--- config.mk ---
export PLATFORM = sky130hd
export DESIGN_NAME = mat_result_streamer
export DESIGN_NICKNAME = d
export VERILOG_FILES = /design/src/rtl/mat_result_streamer.sv
export SDC_FILE = /design/constraint.sdc
export NUM_CORES = 1
export LEC_CHECK = 0
export ABC_CLOCK_PERIOD_IN_PS = 6500
export CORE_MARGIN = 4
export CORE_UTILIZATION = 23
export DETAILED_ROUTE_END_ITERATION = 6
export GPL_TIMING_DRIVEN = 0
export PLACE_DENSITY = 0.51
export SYNTH_ARGS = -nofsm -noshare
export SYNTH_HDL_FRONTEND = slang
export SYNTH_SLANG_ARGS = --single-unit
--- constraint.sdc ---
create_clock -name i_clk -period 6.5 [get_ports i_clk]
set_clock_uncertainty 0.2 [all_clocks]
set_input_delay 1.95 -clock i_clk [delete_from_list [all_inputs] [get_ports i_clk]]
set_output_delay 1.95 -clock i_clk [all_outputs]
set_load 0.005 [all_outputs]
--- src/rtl/mat_result_streamer.sv ---
// Streams a captured N x N result matrix one element per beat over a valid/ready port.
// Define MAT_STREAM_COLMAJOR_EN for column-major order; the default is row-major.
module mat_result_streamer #(
    parameter int W = 16,
    parameter int N = 3
) (
    input  logic             i_clk,
    input  logic             i_rst,
    input  logic [W*N*N-1:0] i_C,
    input  logic             i_done,
    output logic [W-1:0]     o_data,
    output logic             o_valid,
    input  logic             i_ready,
    output logic             o_row_end,
    output logic             o_last,
    output logic             o_busy,
    output logic             o_overrun
);

    // state  | meaning
    // IDLE   | no matrix held, waiting for i_done
    // STREAM | presenting buffer element at idx, advancing on each beat

    localparam int NE = N * N;
    localparam int IW = (NE > 1) ? $clog2(NE) : 1;

    typedef enum logic {
        IDLE,
        STREAM
    } state_t;

    state_t          state;
    logic [IW-1:0]   idx;
    logic [W*NE-1:0] mat_buf;
    logic            beat;
    logic            at_last;
    logic            capture;
    int              idx_nxt;

    // Stream position -> flat element slot; (0,0) sits in the MSB element.
    function automatic logic [W-1:0] pick(input logic [W*NE-1:0] m, input int i);
        int pos;
`ifdef MAT_STREAM_COLMAJOR_EN
        pos = (i % N) * N + (i / N);
`else
        pos = i;
`endif
        return m[W*(NE-1-pos) +: W];
    endfunction

    function automatic logic is_row_end(input int i);
        return (i % N) == (N - 1);
    endfunction

    function automatic logic is_last(input int i);
        return i == (NE - 1);
    endfunction

    assign beat    = o_valid && i_ready;
    assign at_last = (int'(idx) == NE - 1);
    assign idx_nxt = int'(idx) + 1;
    assign capture = i_done && ((state == IDLE) || (beat && at_last));

    // Buffer is only ever read while STREAM, so it needs no reset.
    always_ff @(posedge i_clk) begin
        if (capture) begin
            mat_buf <= i_C;
        end
    end

    always_ff @(posedge i_clk or posedge i_rst) begin
        if (i_rst) begin
            state     <= IDLE;
            idx       <= '0;
            o_data    <= '0;
            o_valid   <= 1'b0;
            o_row_end <= 1'b0;
            o_last    <= 1'b0;
            o_busy    <= 1'b0;
            o_overrun <= 1'b0;
        end else begin
            case (state)
                IDLE: begin
                    if (i_done) begin
                        state     <= STREAM;
                        idx       <= '0;
                        o_valid   <= 1'b1;
                        o_busy    <= 1'b1;
                        o_data    <= pick(i_C, 0);
                        o_row_end <= is_row_end(0);
                        o_last    <= is_last(0);
                    end
                end
                STREAM: begin
                    // A done pulse is only accepted alongside the final beat.
                    if (i_done && !(beat && at_last)) begin
                        o_overrun <= 1'b1;
                    end
                    if (beat) begin
                        if (at_last && i_done) begin
                            idx       <= '0;
                            o_data    <= pick(i_C, 0);
                            o_row_end <= is_row_end(0);
                            o_last    <= is_last(0);
                        end else if (at_last) begin
                            state     <= IDLE;
                            idx       <= '0;
                            o_valid   <= 1'b0;
                            o_busy    <= 1'b0;
                            o_data    <= '0;
                            o_row_end <= 1'b0;
                            o_last    <= 1'b0;
                        end else begin
                            idx       <= IW'(idx_nxt);
                            o_data    <= pick(mat_buf, idx_nxt);
                            o_row_end <= is_row_end(idx_nxt);
                            o_last    <= is_last(idx_nxt);
                        end
                    end
                end
                default: state <= IDLE;
            endcase
        end
    end

endmodule

Yosys cells after proc, flatten, opt, wreduce, memory -nomap -nowiden. Cells that the tools add are included.

Bits of input ports: 148. Output and inout port bits: 21. Bits in registers: 169. Logic and storage cells: 59.

Shift-type cells: 1. Multiplexer cells: 29. Bitwise operators: 1. $add $sub $neg: 2. Eq/ne operators: 7. Reduce and logical (&&, ||, !) cells: 10. Divide/modulo/power cells: 1.

Operator list (count): $shiftx A144 B10 Y16 (1); $mux W16 (4); $eq A32 B3 Y1 const B (1); $mod A32 B3 Y32 const B (1); $pmux W16 S2 (1); $mux W4 (4); $mux W1 (15); $pmux W1 S2 (4); $pmux W4 S2 (1); $sub A4 B5 Y6 const A (1); $add A4 B1 Y5 const B (1); $eq A5 B4 Y1 const B (1); $logic_and A1 B1 Y1 (5); $eq A4 B4 Y1 const B (1); $ne A2 B1 Y1 const B (2); $ne A2 B2 Y1 const B (2); $reduce_and A2 Y1 (2); $reduce_and A4 Y1 (1); $logic_not A1 Y1 (1); $logic_or A1 B1 Y1 (1); $not A1 Y1 (1).

Logic depth before layout (Yosys ltp). Gate-level depths: netlist of the first run.

Word-level depth: 7. Gate-level depth with buffers: 19. Mapped depth without buffers: 18.

Worst setup path after synthesis of the first run. OpenSTA, ideal clock, no wires.

Path kind: input to register. From: input i_ready. To: register mat_buf[0], enable pin. Required time: 5780 ps. Slack: 181 ps. Data arrival time: 5598 ps. Setup time: 520 ps. Stages on the path: 3. Path buffers: 0. Cells stage by stage: nand2_1 o21ai_0 and2_1.

Longest elaborated chain between the ends: 4.

RTL lines: from (decl) (RTL line 13) `input logic i_ready,`; $logic_and A1 B1 Y1 (RTL line 59) `assign beat = o_valid && i_ready;`; $logic_and A1 B1 Y1 (RTL line 62) `assign capture = i_done && ((state == IDLE) || (beat && at_last));`; $logic_or A1 B1 Y1 (RTL line 62); $logic_and A1 B1 Y1 (RTL line 62); net capture (RTL line 37) `logic capture;`; to (signal assigned) (RTL line 67) `mat_buf <= i_C;`; to (decl) (RTL line 34) `logic [W*NE-1:0] mat_buf;`.

The timed path passes the listed nets, and every way through them passes these cells. A chain may end at the register's enable or synchronous reset.

Worst setup path in the final report of the first run.
From: register idx[2]. To: register o_row_end.

Longest elaborated chain between the ends: 7. Elaborated cells on any way between the ends: 9. Those cells by class: add/sub: 1; div: 1; eq/ne: 2; mux: 4; reduce/logical: 1.

RTL lines: from (decl) (RTL line 33) `logic [IW-1:0] idx;`; from (signal assigned) (RTL line 114) `idx <= IW'(idx_nxt);`; $add A4 B1 Y5 (RTL line 61) `assign idx_nxt = int'(idx) + 1;`; $mod A32 B3 Y32 (RTL line 52) `return (i % N) == (N - 1);`; $eq A32 B3 Y1 (RTL line 52); $mux W1 (RTL line 105) `end else if (at_last) begin`; $mux W1 (*) (RTL line 100) `if (at_last && i_done) begin`; $mux W1 (*) (RTL line 99) `if (beat) begin`; $pmux W1 S2 (*) (RTL line 82) `case (state)`; to (signal assigned) (RTL line 90) `o_row_end <= is_row_end(0);`; to (signal assigned) (RTL line 103) `o_row_end <= is_row_end(0);`; to (signal assigned) (RTL line 116) `o_row_end <= is_row_end(idx_nxt);`; to (decl) (RTL line 14) `output logic o_row_end,`.

Every way passes the cells marked *; elsewhere a longest branch is shown, timed or not. The select of a mux whose other input is x is not followed.

==> Implementation_results.wiki, run 1 <==
{| class="wikitable"
! Metric !! Value
|-
| Clock-pin transition on the worst setup and hold timing paths || 0.07 ns
|-
| Vertical extent of the die || 185 um
|-
| Setup CP Type || reg -> reg
|-
| Overall Global Routing Usage || 0.117
|-
| Top area cells in the synthesized netlist || sky130_fd_sc_hd__edfxtp_1 (60%), sky130_fd_sc_hd__mux4_2 (9.3%), sky130_fd_sc_hd__dfrtp_1 (8.7%), sky130_fd_sc_hd__mux2i_1 (2.2%), sky130_fd_sc_hd__a21oi_1 (1.9%)
|-
| TritonCTS clock tree || built
|-
| Tightest Hold Check Type || reg -> reg
|-
| Port Buffer Count || 168
|-
| Clock latency reported for the late side of the worst-skew pair || 0.43 ns
|-
| Sequence of cells on the critical path || buf_4 -> inv_2 -> buf_1 -> o21ai_0 -> o21ai_0 -> ha_1 -> nand2b_1 -> a22o_1 -> a22o_1 -> or3_4 -> xnor2_2 -> inv_1 -> ha_1 -> inv_1 -> or3_1 -> o41ai_1 -> a31oi_1 -> o221ai_1 -> a32o_1
|-
| Most frequently used flop master after synthesis || sky130_fd_sc_hd__edfxtp_1
|-
| CP max stage cell || sky130_fd_sc_hd__buf_1
|-
| Cell count of the worst hold path || 1
|-
| Combinational share of power || 0.349
|-
| Detailed-route wire length || 20100 um
|-
| Final HPWL DP || 14700 um
|-
| Fraction of final layout cells with drive strength greater than 1 || 0.133
|-
| Count of hold-fix buffers inserted at cts || 0
|-
| Initial DRT Pass Iterations || 4
|-
| Cell Pwr Density || 352 nW/um^2
|-
| Worst R2R Start || idx[2]$_DFFE_PP0P_
|-
| Achievable Freq || 200 MHz
|-
| Minimum clock period after layout || 4.99 ns
|-
| Worst-Margin Slew || 1.13 ns
|-
| Endpoint class of the critical path || register
|-
| Fraction of post-synthesis cell area in the top cell type by area || 0.598
|-
| Starting density of the core || 0.235
|-
| Number of placement rows || 64
|-
| Critical Path Max Stage Delay || 0.69 ns
|-
| Worst IR drop on VDD || 0.185 mV
|-
| Std-Cell Core Area || 30800 um^2
|-
| Drt initial violations || 220
|-
| Vias in the first global route || 4955
|-
| Leakage power of the design || 3.39 nW
|-
| Placed cells || 1035
|-
| Final non-filler cell area || 10100 um^2
|-
| Startpoint type of the worst setup path || register
|-
| Internal Dissipation || 2.41 mW
|-
| Clock Power Share || 0.292
|-
| Number of enable flip-flop cells after synthesis || 144
|-
| Number of standard cells after synthesis || 469
|-
| First-pass GRT wire length || 29500 um
|-
| Worst Reg-to-Reg Cells || 19
|-
| Final cycle utilization of the critical path || 0.768
|-
| DRT antenna net count || 0
|-
| CP Max Fanout || 10
|-
| Min Hold Slack || 0.290 ns
|-
| Worst Min Path Start || o_overrun$_DFFE_PP0P_
|-
| Final non-filler cell total || 1068
|-
| Routed wirelength normalized by instance count || 18.8 um
|-
| Number of max-cap violations || 0
|-
| Total via count in the routed design || 4691
|-
| GPL Wtd Cong || 0.797
|-
| Number of placed I/O pins || 169
|-
| Worst Hold End || o_overrun$_DFFE_PP0P_
|-
| Synth cell types || 55
|-
| Postcts setup bufs || 0
|-
| Avg Synthesized Cell Area || 15.4 um^2
|-
| Worst Path Arrival || 5.15 ns
|-
| Switching power share of the total || 0.318
|-
| Share of the yosys chip area belonging to registers || 0.685
|-
| Number of warnings issued by yosys || 0
|-
| Status || finished clean
|-
| Die Width || 185 um
|-
| Yosys top cell by area || sky130_fd_sc_hd__edfxtp_1
|-
| Pin count of the biggest net entering global routing || 59
|-
| Growth of design area from synthesis to finish || 39.1%
|-
| Clock Tree Buf Depth || 2
|-
| Die Footprint || 34300 um^2
|-
| Drt drc || 0
|-
| FF+latch count, synth || 169
|-
| R2r endpoint || o_row_end$_DFFE_PP0P_
|-
| CTS H-Tree Depth || 4
|-
| Slew margin rel. || 0.247
|-
| Switching power summed over all nets || 1.13 mW
|-
| Number of endpoints failing setup at the final stage || 0
|-
| Area after detailed placement || 9470 um^2
|-
| Setup total negative slack || 0 ns
|-
| Cell area after technology mapping || 7230 um^2
|-
| Number of pins with negative max-slew slack in the final report || 0
|-
| Required time at the endpoint of the critical path || 6.66 ns
|-
| Via-per-instance ratio || 4.39
|-
| RSZ-0062 raised after global routing || no
|-
| Number of buffers created by CTS || 17
|-
| Number of nets at the end of the flow || 812
|-
| Number of clock sinks || 169
|-
| Grt total ovfl || 0
|-
| Sequential cell fraction of total power || 0.359
|-
| Root Buffer Master || sky130_fd_sc_hd__clkbuf_16
|-
| Hold violation total from the final report || 0
|-
| Share of synthesized registers carrying an async set or reset || 0.148
|-
| Quantity of gates resized following cts || 0
|-
| Initial antenna violation count || 1
|-
| Worst setup slack for register-to-register paths || 1.51 ns
|-
| Synthesized netlist net count || 623
|}
## synth_stat cells, drive strengths merged, types with 2 or more instances
cell / number
a211o: 2
a21oi: 28
a221oi: 8
a22o: 2
a22oi: 2
a311oi: 2
a31oi: 11
buf: 18
clkbuf: 11
dfrtp: 25
edfxtp: 144
ha: 6
inv: 11
mux2: 3
mux2i: 16
mux4: 30
nand2: 36
nand2b: 2
nand3: 5
nor2: 28
nor2b: 3
nor3: 14
nor4: 2
o2111ai: 2
o211ai: 3
o21a: 4
o21ai: 24
o31ai: 2
o41ai: 2
or3: 3
xnor2: 4
## power groups by stage
stage	clock (mW)	sequential, mW	combinational [mW]
detailed placement	0	1.29	1.26
CTS	1.07	1.27	1.27
global placement	0	1.29	1.26
floorplan	0	1.29	0.777
global route	1.12	1.28	1.36
finish	1.03	1.27	1.23
## cells in the final DEF (no fill, tap or decap), types with 3 or more instances in the layout
| master | instances |
|---|---|
| sky130_fd_sc_hd__a21oi_1 | 28 |
| sky130_fd_sc_hd__a221oi_1 | 8 |
| sky130_fd_sc_hd__a31oi_1 | 11 |
| sky130_fd_sc_hd__buf_1 | 5 |
| sky130_fd_sc_hd__buf_2 | 9 |
| sky130_fd_sc_hd__buf_4 | 4 |
| sky130_fd_sc_hd__clkbuf_1 | 12 |
| sky130_fd_sc_hd__clkbuf_16 | 17 |
| sky130_fd_sc_hd__clkdlybuf4s50_1 | 168 |
| sky130_fd_sc_hd__clkinv_2 | 3 |
| sky130_fd_sc_hd__dfrtp_1 | 25 |
| sky130_fd_sc_hd__edfxtp_1 | 144 |
| sky130_fd_sc_hd__ha_1 | 6 |
| sky130_fd_sc_hd__inv_1 | 9 |
| sky130_fd_sc_hd__inv_6 | 5 |
| sky130_fd_sc_hd__mux2_2 | 3 |
| sky130_fd_sc_hd__mux2i_1 | 16 |
| sky130_fd_sc_hd__mux4_2 | 30 |
| sky130_fd_sc_hd__nand2_1 | 36 |
| sky130_fd_sc_hd__nand3_1 | 5 |
| sky130_fd_sc_hd__nor2_1 | 28 |
| sky130_fd_sc_hd__nor2b_1 | 3 |
| sky130_fd_sc_hd__nor3_1 | 13 |
| sky130_fd_sc_hd__o21a_1 | 4 |
| sky130_fd_sc_hd__o21ai_0 | 17 |
| sky130_fd_sc_hd__o21ai_1 | 7 |
| sky130_fd_sc_hd__xnor2_1 | 3 |
## cell families (layout without fill, tap and decap cells)
family / after synthesis / in the layout / share of synthesized area
AND/OR/NAND/NOR: 99 / 99 / 0.0621
flip-flops: 169 / 169 / 0.685
other: 0 / 1 / 0
multiplexers: 49 / 49 / 0.120
buffers and inverters: 40 / 242 / 0.0244
adder cells (fa/ha/maj): 6 / 6 / 0.0104
XOR/XNOR: 5 / 5 / 0.00710
AO/OA/AOI/OAI: 101 / 101 / 0.0912
## area by class of cell
cell class,instances,area (um^2)
inverter,11,41.3
sequential,169,4950
clock buffer,18,429
timing repair buffer,170,1740
tap,396,495
buffer,29,135
fill,3015,20800
antenna,1,2.50
clock inverter,14,158
multi-input combinational,260,2110
## state kept, by name, indices dropped and copies added (netlist names)
signal,cells
o_busy,1
o_data,16
o_last,1
o_overrun,1
state,1
o_row_end,1
idx,4
mat_buf,144
## layer usage
layer | GRT usage | up-vias | part of all wire
li1 | - | 2232 | -
met1 | 0.146 | 2306 | 0.42
met2 | 0.196 | 137 | 0.50
met3 | 0.0428 | 14 | 0.071
met4 | 0.0267 | 2 | 0.0089
met5 | 0 | - | 0.00065
## metrics by stage
step           power [mW]  setup slack, ns  utilization
6_report             3.54             1.51        0.326
5_1_grt              3.75             1.11        0.326
4_1_cts              3.61             1.48        0.326
3_5_place_dp         2.56             1.50        0.307
3_3_place_gp         2.55            -2.08        0.305
2_1_floorplan        2.07            0.181            -
## how the worst max path moves through the flow
stage,startpoint,cells after the start,end
after floorplan,i_ready,3,mat_buf[0]$_DFFE_PP_
after global placement,i_ready,4,mat_buf[65]$_DFFE_PP_
after detailed placement,idx[2]$_DFFE_PP0P_,19,o_row_end$_DFFE_PP0P_
after CTS,idx[2]$_DFFE_PP0P_,19,o_row_end$_DFFE_PP0P_
after global routing,idx[2]$_DFFE_PP0P_,19,o_row_end$_DFFE_PP0P_
final,idx[2]$_DFFE_PP0P_,19,o_row_end$_DFFE_PP0P_
## critical path: cells and delay by family (launching register included)
kind	cells	cell delay (ns)
simple gates	3	0.92
flops	1	0.36
xor+xnor	1	0.15
buf+inv	5	1.18
compound gates	8	1.62
fa+ha+maj	2	0.49
(Power assumes the default switching activity.)
==> inputs of run 2 (changes only) <==
--- a/config.mk
+++ b/config.mk
@@ -5,7 +5,7 @@
 export SDC_FILE = /design/constraint.sdc
 export NUM_CORES = 1
 export LEC_CHECK = 0
-export ABC_CLOCK_PERIOD_IN_PS = 6500
+export ABC_CLOCK_PERIOD_IN_PS = 4600
 export CORE_MARGIN = 4
 export CORE_UTILIZATION = 23
 export DETAILED_ROUTE_END_ITERATION = 6
==> constraint.sdc (replaced) <==
create_clock -name i_clk -period 4.6 [get_ports i_clk]
set_clock_uncertainty 0.2 [all_clocks]
set_input_delay 1.38 -clock i_clk [delete_from_list [all_inputs] [get_ports i_clk]]
set_output_delay 1.38 -clock i_clk [all_outputs]
set_load 0.005 [all_outputs]
==> run 2 against run 1 <==
  * Register-to-register slack got worse by 1.3 ns
  * Largest cell class unchanged
  * Global-route usage fell by 0.22 points
  * Utilization rose by 0.17 points
  * Highest routed layer unchanged
  * Final cell count fell by 0.19%
  * Sequential power rose by 42%
  * Critical path type unchanged
==> Implementation_results.wiki, run 2 (synthesis gave the netlist of run 1 again) <==
{| class="wikitable"
! Metric !! Value
|-
| Std-Cell Core Area || 30800 um^2 (unchanged)
|-
| FF/Latch Area || 4950 um^2 (about the same)
|-
| Number of clock sinks || 169 (unchanged)
|-
| Postcts setup bufs || 0 (unchanged)
|-
| Placed cells || 1035 (unchanged)
|-
| Number of placed I/O pins || 169 (unchanged)
|-
| CP Max Fanout || 10 (unchanged)
|-
| Worst setup slack for register-to-register paths || 0.25 ns (-1.26 ns)
|-
| First-pass GRT wire length || 29400 um (about the same)
|-
| Top library cells by usage in the layout, fill and taps aside || sky130_fd_sc_hd__clkdlybuf4s50_1 (168), sky130_fd_sc_hd__edfxtp_1 (144), sky130_fd_sc_hd__nand2_1 (36)
|-
| Number of pins with negative max-slew slack in the final report || 0 (unchanged)
|-
| GPL Wtd Cong || 0.839 (+5.2%)
|-
| Clock Tree Buf Depth || 2 (unchanged)
|-
| Cell Pwr Density || 497 nW/um^2 (+41%)
|-
| Number of max-cap violations || 0 (unchanged)
|-
| Leakage power of the design || 3.40 nW (+0.51%)
|-
| Port Buffer Count || 168 (unchanged)
|-
| Die Width || 185 um (unchanged)
|-
| Worst-Margin Slew || 1.12 ns (-0.00397 ns)
|-
| Combinational share of power || 0.351 (+0.002)
|-
| Overall Global Routing Usage || 0.115 (-0.00218)
|-
| Drt drc || 0 (unchanged)
|-
| Total buffers and inverters traversed by the critical path || 5 (unchanged)
|-
| Starting density of the core || 0.235 (unchanged)
|-
| Grt total ovfl || 0 (unchanged)
|-
| Clock Power Share || 0.290 (-0.002)
|-
| Vertical extent of the die || 185 um (unchanged)
|-
| Slew margin rel. || 0.244 (-0.00229)
|-
| Dominant delay contributor by cell family on the critical path || buffers and inverters
|-
| Setup CP Type || reg -> reg
|-
| Diodes inserted || 0 (-1)
|-
| Area of the multi-input gates || 2120 um^2 (+0.65%)
|-
| Detailed-route wire length || 20000 um (-0.39%)
|-
| Clock-pin transition on the worst setup and hold timing paths || 0.07 ns (about the same)
|-
| CP max stage cell || sky130_fd_sc_hd__dfrtp_2
|-
| Worst IR drop on VDD || 0.231 mV (+24%)
|-
| Sequence of cells on the critical path || buf_4 -> inv_2 -> clkdlybuf4s15_2 -> ha_1 -> ha_1 -> a21o_1 -> or3_4 -> xnor2_2 -> inv_1 -> ha_1 -> inv_1 -> or3_1 -> o41ai_1 -> a31oi_1 -> o221ai_1 -> a32o_1
|-
| Drt initial violations || 287 (+30%)
|-
| CTS H-Tree Depth || 4 (unchanged)
|-
| Achievable Freq || 230 MHz (+15%)
|-
| RSZ-0062 raised after global routing || no
|-
| DRT antenna net count || 0 (unchanged)
|-
| Switching power share of the total || 0.326 (+0.00738)
|-
| Required time at the endpoint of the critical path || 4.76 ns (-1.90 ns)
|-
| Hold violation total from the final report || 0 (unchanged)
|-
| Vias in the first global route || 4872 (-1.7%)
|-
| Number of flip-flops under the largest register name || 144 (unchanged)
|-
| Routed wirelength normalized by instance count || 18.7 um (-0.21%)
|-
| Growth of design area from synthesis to finish || 39.8%
|-
| Min Hold Slack || 0.276 ns (-0.0137 ns)
|-
| Overall power consumption || 5.03 mW (+42%)
|-
| Initial DRT Pass Iterations || 5 (+1)
|-
| Fraction of final layout cells with drive strength greater than 1 || 0.145 (+0.0121)
|-
| Top cell by count, worst path || sky130_fd_sc_hd__ha_1
|-
| Count of hold-fix buffers inserted at cts || 0 (unchanged)
|-
| Internal Dissipation || 3.39 mW (+41%)
|-
| Via-per-instance ratio || 4.37 (-0.47%)
|-
| Final HPWL DP || 14600 um (-0.67%)
|-
| Critical Path Max Stage Delay || 0.48 ns (-0.21 ns)
|-
| Number of buffers created by CTS || 17 (unchanged)
|-
| Final cycle utilization of the critical path || 0.945 (+0.177)
|-
| Minimum clock period after layout || 4.35 ns (-0.643 ns)
|-
| Startpoint type of the worst setup path || register
|-
| Root Buffer Master || sky130_fd_sc_hd__clkbuf_16
|-
| Pin count of the biggest net entering global routing || 66 (+12%)
|-
| Endpoint class of the critical path || register
|-
| Worst Path Arrival || 4.51 ns (-0.64 ns)
|-
| Clock latency reported for the late side of the worst-skew pair || 0.43 ns (about the same)
|-
| Number of fillers in the final layout || 3009 (-0.20%)
|-
| Number of nets at the end of the flow || 811 (-0.12%)
|-
| Die Footprint || 34300 um^2 (unchanged)
|-
| Total via count in the routed design || 4660 (-0.66%)
|-
| Largest reg by FF count || mat_buf
|-
| Most common cell after layout, fill and taps aside || sky130_fd_sc_hd__clkdlybuf4s50_1
|-
| Sequential cell fraction of total power || 0.359 (about the same)
|-
| Status || finished clean
|-
| Tightest Hold Check Type || reg -> reg
|-
| TritonCTS clock tree || built
|-
| Switching power summed over all nets || 1.64 mW (+45%)
|-
| Number of placement rows || 64 (unchanged)
|-
| Initial antenna violation count || 1 (unchanged)
|-
| Largest regs || mat_buf: 144 flops, o_data: 16 flops, idx: 4 flops
|-
| Final non-filler cell total || 1066 (-0.19%)
|-
| Number of endpoints failing setup at the final stage || 0 (unchanged)
|}
-- run 2: changes by cell type in the layout (fill, tap and decap cells not counted), moves of 3 or more --
cell                       before  now
sky130_fd_sc_hd__buf_1          5    1
sky130_fd_sc_hd__buf_2          9    6
sky130_fd_sc_hd__clkinv_2       3    0
sky130_fd_sc_hd__clkinv_4       1    4
sky130_fd_sc_hd__inv_6          5    2
sky130_fd_sc_hd__inv_8          2    5
-- run 2: final cells by class --
class / instances / share of cell area
well taps: 396 / 0.0490
inverters: 11 / 0.00409
repair buffers: 170 / 0.172
clock inverters: 15 / 0.0177
plain buffers: 28 / 0.0155
multi-input cells: 260 / 0.210
clock buffers: 17 / 0.0421
flip-flops and latches: 169 / 0.490
-- run 2: path summary, 6_finish.rpt --
kind | to | cells after the start | from
max | o_row_end$_DFFE_PP0P_ | 16 | idx[0]$_DFFE_PP0P_
min | o_overrun$_DFFE_PP0P_ | 1 | o_overrun$_DFFE_PP0P_
max reg2reg | o_row_end$_DFFE_PP0P_ | 16 | idx[0]$_DFFE_PP0P_
min reg2reg | o_overrun$_DFFE_PP0P_ | 1 | o_overrun$_DFFE_PP0P_
max in group asynchronous | idx[0]$_DFFE_PP0P_ | 2 | i_rst
min in group asynchronous | o_data[14]$_DFFE_PP0P_ | 2 | i_rst
-- run 2: metal layers --
layer  global-route usage  vias up  wire [um]
li1                     -     2228          -
met1                0.146     2293       8590
met2                0.193      123      10000
met3               0.0365       14       1200
met4               0.0270        2        153
met5                    0        -         13
-- run 2: power groups by stage --
stage                     clock network, mW  logic (mW)  registers [mW]
final                                  1.46        1.76            1.80
after global routing                   1.58        1.95            1.81
after CTS                              1.51        1.80            1.80
after detailed placement                  0        1.78            1.83
after global placement                    0        1.78            1.83
after floorplan                           0        1.10            1.82
-- run 2: stage by stage --
| stage | util | setup TNS (ns) | worst slack, ns | cell area, um^2 |
|---|---|---|---|---|
| floorplan | - | 0 | 0.397 | 7230 |
| global placement | 0.305 | -146.17 | -1.02 | 9410 |
| detailed placement | 0.307 | -0.355 | -0.355 | 9470 |
| CTS | 0.327 | 0 | 0.0473 | 10100 |
| global route | 0.328 | 0 | 0.00227 | 10100 |
| finish | 0.328 | 0 | 0.253 | 10100 |
-- run 2: what timing repair did --
item / CTS / global route
pin swaps: 0 / 0
gates resized for setup: 8 / 12
endpoints found under the setup margin: 4 / 7
==> inputs of run 3 (changes only) <==
--- a/config.mk
+++ b/config.mk
@@ -5,6 +5,7 @@
 export SDC_FILE = /design/constraint.sdc
 export NUM_CORES = 1
 export LEC_CHECK = 0
+export ABC_AREA = 1
 export ABC_CLOCK_PERIOD_IN_PS = 4600
 export CORE_MARGIN = 4
 export CORE_UTILIZATION = 23
==> run 3 against run 2 <==
  * Critical path depth down 4
  * Sequential power shrank 8%
  * Clock power hardly changed
  * Design area fell by 0.22%
  * Sequential share of layout area is 0.097 points higher
  * Routed wire length grew 10%
  * Power decreased by 35%
  * Utilization is 0.098 points higher
  * Count of clock-buffer cells in the layout rose by 3
  * Largest power group unchanged
==> Implementation_results.wiki, run 3 <==
{| class="wikitable"
! Metric !! Value
|-
| Hold violation total from the final report || 0 (unchanged)
|-
| Number of placed I/O pins || 169 (unchanged)
|-
| First-pass GRT wire length || 32200 um (+9.5%)
|-
| Vertical extent of the die || 185 um (-0.36%)
|-
| Cell Pwr Density || 323 nW/um^2 (-35%)
|-
| Most common cell after layout, fill and taps aside || sky130_fd_sc_hd__clkdlybuf4s50_1
|-
| Detailed-route wire length || 22000 um (+10%)
|-
| Area after detailed placement || 9480 um^2 (+0.12%)
|-
| Top library cells by usage in the layout, fill and taps aside || sky130_fd_sc_hd__clkdlybuf4s50_1 (168), sky130_fd_sc_hd__edfxtp_1 (144), sky130_fd_sc_hd__nand2_1 (100)
|-
| Growth of design area from synthesis to finish || 40.5%
|-
| Synthesized netlist net count || 734 (+18%)
|-
| Final cycle utilization of the critical path || 0.770 (-0.175)
|-
| RSZ-0062 raised after global routing || no
|-
| Overall Global Routing Usage || 0.129 (+0.0135)
|-
| Number of buffers created by CTS || 17 (unchanged)
|-
| Number of pins with negative max-slew slack in the final report || 0 (unchanged)
|-
| Post-synthesis share of cell area spent on full adders, half adders and majority gates || 0.0105 (+0.0000778)
|-
| Port Buffer Count || 168 (unchanged)
|-
| Die Width || 185 um (-0.36%)
|-
| Share of the yosys chip area belonging to registers || 0.690 (+0.00513)
|-
| Switching power share of the total || 0.203 (-0.123)
|-
| Post-placement worst setup slack || 0.812 ns (+1.17 ns)
|-
| Number of placement rows || 64 (unchanged)
|-
| Yosys top cell by area || sky130_fd_sc_hd__edfxtp_1
|-
| Worst IR drop on VDD || 0.266 mV (+16%)
|-
| Initial DRT Pass Iterations || 5 (unchanged)
|-
| Worst R2R Start || idx[0]$_DFFE_PP0P_
|-
| Largest reg by FF count || mat_buf
|-
| Multiplexer share of the synthesized area || 0 (-0.120)
|-
| Number of enable flip-flop cells after synthesis || 144 (unchanged)
|-
| Root Buffer Master || sky130_fd_sc_hd__clkbuf_16
|-
| Switching power summed over all nets || 0.660 mW (-60%)
|-
| Clock latency reported for the late side of the worst-skew pair || 0.43 ns (about the same)
|-
| Quantity of gates resized following cts || 0 (-8)
|-
| Leakage power of the design || 3.63 nW (+6.5%)
|-
| Routed wirelength normalized by instance count || 18.6 um (-0.64%)
|-
| Fraction of final layout cells with drive strength greater than 1 || 0.0981 (-0.0467)
|-
| TritonCTS clock tree || built
|-
| Highest routed layer || met4
|-
| Tightest Hold Check Type || reg -> reg
|-
| Sequence of cells on the critical path || buf_4 -> inv_4 -> ha_1 -> clkbuf_2 -> inv_1 -> clkbuf_1 -> a22oi_1 -> o21ai_0 -> o21ai_0 -> nand2_1 -> o211ai_1 -> a21oi_1
|-
| Avg Synthesized Cell Area || 12.4 um^2 (-20%)
|-
| Startpoint type of the worst setup path || register
|-
| Share of synthesized registers carrying an async set or reset || 0.148 (unchanged)
|-
| DRT antenna net count || 0 (unchanged)
|-
| Grt total ovfl || 0 (unchanged)
|-
| Number of warnings issued by yosys || 0 (unchanged)
|-
| Worst-Margin Slew || 1.07 ns (-0.0598 ns)
|-
| Slew margin rel. || 0.289 (+0.0449)
|-
| Xor and xnor fraction of the mapped netlist area || 0.00122 (-0.00587)
|-
| Compound-gate portion of the synthesized area || 0.134 (+0.0429)
|-
| Clock Tree Buf Depth || 2 (unchanged)
|-
| Simple-gate share of the synthesized area || 0.126 (+0.0643)
|-
| Worst Min Path Start || o_overrun$_DFFE_PP0P_
|-
| Final HPWL DP || 16700 um (+14%)
|-
| Critical path launch point || idx[0]$_DFFE_PP0P_
|-
| Pin count of the biggest net entering global routing || 34 (-48%)
|-
| Synth cell types || 45 (-18%)
|-
| Met1 routed wirelength after detailed routing || 9620 um (+12%)
|-
| Fraction of post-synthesis cell area in the top cell type by area || 0.603 (+0.00448)
|-
| Total buffers and inverters traversed by the critical path || 5 (unchanged)
|-
| Initial antenna violation count || 2 (+1)
|-
| Starting density of the core || 0.234 (-0.000530)
|-
| Sequential cell fraction of total power || 0.511 (+0.152)
|-
| Combinational share of power || 0.042 (-0.309)
|-
| Number of endpoints failing setup at the final stage || 0 (unchanged)
|-
| Routed wl met2 || 10600 um (+6.2%)
|-
| Number of clock sinks || 169 (unchanged)
|-
| Largest regs || mat_buf: 144 flops, o_data: 16 flops, idx: 4 flops
|-
| Critical Path Max Stage Delay || 0.62 ns (+0.14 ns)
|-
| Drt initial violations || 330 (+15%)
|-
| Clock Power Share || 0.447 (+0.157)
|-
| Drt drc || 0 (unchanged)
|-
| Internal Dissipation || 2.59 mW (-23%)
|-
| Dominant delay contributor by cell family on the critical path || buffers and inverters
|-
| Cell area after technology mapping || 7180 um^2 (-0.74%)
|-
| Top area cells in the synthesized netlist || sky130_fd_sc_hd__edfxtp_1 (60%), sky130_fd_sc_hd__dfrtp_1 (8.7%), sky130_fd_sc_hd__nand2_1 (5.2%), sky130_fd_sc_hd__a21oi_1 (3.1%), sky130_fd_sc_hd__a22oi_1 (2.6%)
|-
| Number of fillers in the final layout || 3047 (+1.3%)
|-
| Worst Path Arrival || 3.71 ns (-0.80 ns)
|-
| Std-Cell Core Area || 30700 um^2 (-0.52%)
|-
| GPL Wtd Cong || 0.898 (+7.1%)
|-
| CP max stage cell || sky130_fd_sc_hd__clkbuf_1
|-
| Count of hold-fix buffers inserted at cts || 0 (unchanged)
|-
| Most frequently used flop master after synthesis || sky130_fd_sc_hd__edfxtp_1
|-
| Overall power consumption || 3.25 mW (-35%)
|-
| Status || finished clean
|-
| Endpoint class of the critical path || register
|-
| Achievable Freq || 282 MHz (+23%)
|-
| Total met3 wirelength after detailed routing || 1300 um (+8.3%)
|-
| Top cell by count, worst path || sky130_fd_sc_hd__o21ai_0
|-
| Final standard cell utilization of the core || 0.329 (+0.000978)
|-
| Postcts setup bufs || 0 (unchanged)
|-
| Number of max-cap violations || 0 (unchanged)
|-
| Minimum clock period after layout || 3.54 ns (-0.803 ns)
|-
| Number of standard cells after synthesis || 580 (+24%)
|-
| List of most frequent post-synthesis cells || sky130_fd_sc_hd__edfxtp_1 (144), sky130_fd_sc_hd__nand2_1 (100), sky130_fd_sc_hd__a21oi_1 (45), sky130_fd_sc_hd__nor2_1 (42), sky130_fd_sc_hd__inv_1 (28)
|-
| Final non-filler cell area || 10100 um^2 (-0.22%)
|-
| Number of flip-flops under the largest register name || 144 (unchanged)
|-
| CP Max Fanout || 10 (unchanged)
|-
| Die Footprint || 34100 um^2 (-0.71%)
|-
| Clock-pin transition on the worst setup and hold timing paths || 0.07 ns (about the same)
|-
| Number of nets at the end of the flow || 926 (+14%)
|-
| Vias in the first global route || 5356 (+9.9%)
|-
| Setup CP Type || reg -> reg
|-
| FF+latch count, synth || 169 (unchanged)
|-
| Min setup slack post-route || 1.06 ns (+0.803 ns)
|-
| Required time at the endpoint of the critical path || 4.76 ns (about the same)
|-
| Combinational family with the most area after synthesis || compound AO/OA/AOI/OAI gates
|-
| Most used standard cell by instance count after synthesis || sky130_fd_sc_hd__edfxtp_1
|-
| Total via count in the routed design || 5207 (+12%)
|-
| Via-per-instance ratio || 4.40 (+0.69%)
|-
| CTS H-Tree Depth || 4 (unchanged)
|-
| Setup total negative slack || 0 ns (unchanged)
|}
[run 3: logic make-up (layout without fill, tap and decap cells)]
logic type / Yosys count / count (layout)
other cells: 0 / 2
flops: 169 / 169
buf+inv: 65 / 270
simple gates: 190 / 190
compound gates: 149 / 149
fa+ha+maj: 6 / 6
xor+xnor: 1 / 1
[run 3: worst paths after layout]
path	end	slack, ns	cells past startpoint
worst max register to register	o_data[10]$_DFFE_PP0P_	1.06	12
worst min-delay path	o_overrun$_DFFE_PP0P_	0.26	1
min in group asynchronous	o_data[13]$_DFFE_PP0P_	1.32	2
max in group asynchronous	o_data[4]$_DFFE_PP0P_	2.22	2
worst max-delay path	o_data[10]$_DFFE_PP0P_	1.06	12
worst min register to register	o_overrun$_DFFE_PP0P_	0.26	1
[run 3: metal layers]
layer  vias up  track usage
li1       2515            -
met1      2511        0.163
met2       155        0.212
met3        26       0.0339
met4         0       0.0482
met5         -            0
[run 3: area by class of cell]
cell class,count,area (um^2),area share
sequential,169,4950,0.491
tap,396,495,0.0491
clock inverter,12,123,0.0122
buffer,29,131,0.0130
inverter,36,143,0.0141
clock buffer,20,479,0.0475
timing repair buffer,173,1800,0.178
antenna,2,5.00,0.000496
multi-input combinational,346,1960,0.194
[run 3: power by group through the flow]
stage | combinational [mW] | clock, mW | sequential [mW]
2_1_floorplan | 0.00378 | 0 | 1.70
3_3_place_gp | 0.138 | 0 | 1.69
3_5_place_dp | 0.139 | 0 | 1.69
4_1_cts | 0.140 | 1.48 | 1.66
5_1_grt | 0.146 | 1.54 | 1.66
6_report | 0.138 | 1.45 | 1.66
[run 3: through the flow]
step | std cells | hold slack (ns)
global route | 1183 | 0.312
CTS | 1181 | 0.266
floorplan | 580 | 0.251
finish | 1183 | 0.259
global placement | 1144 | 0.242
detailed placement | 1149 | 0.250
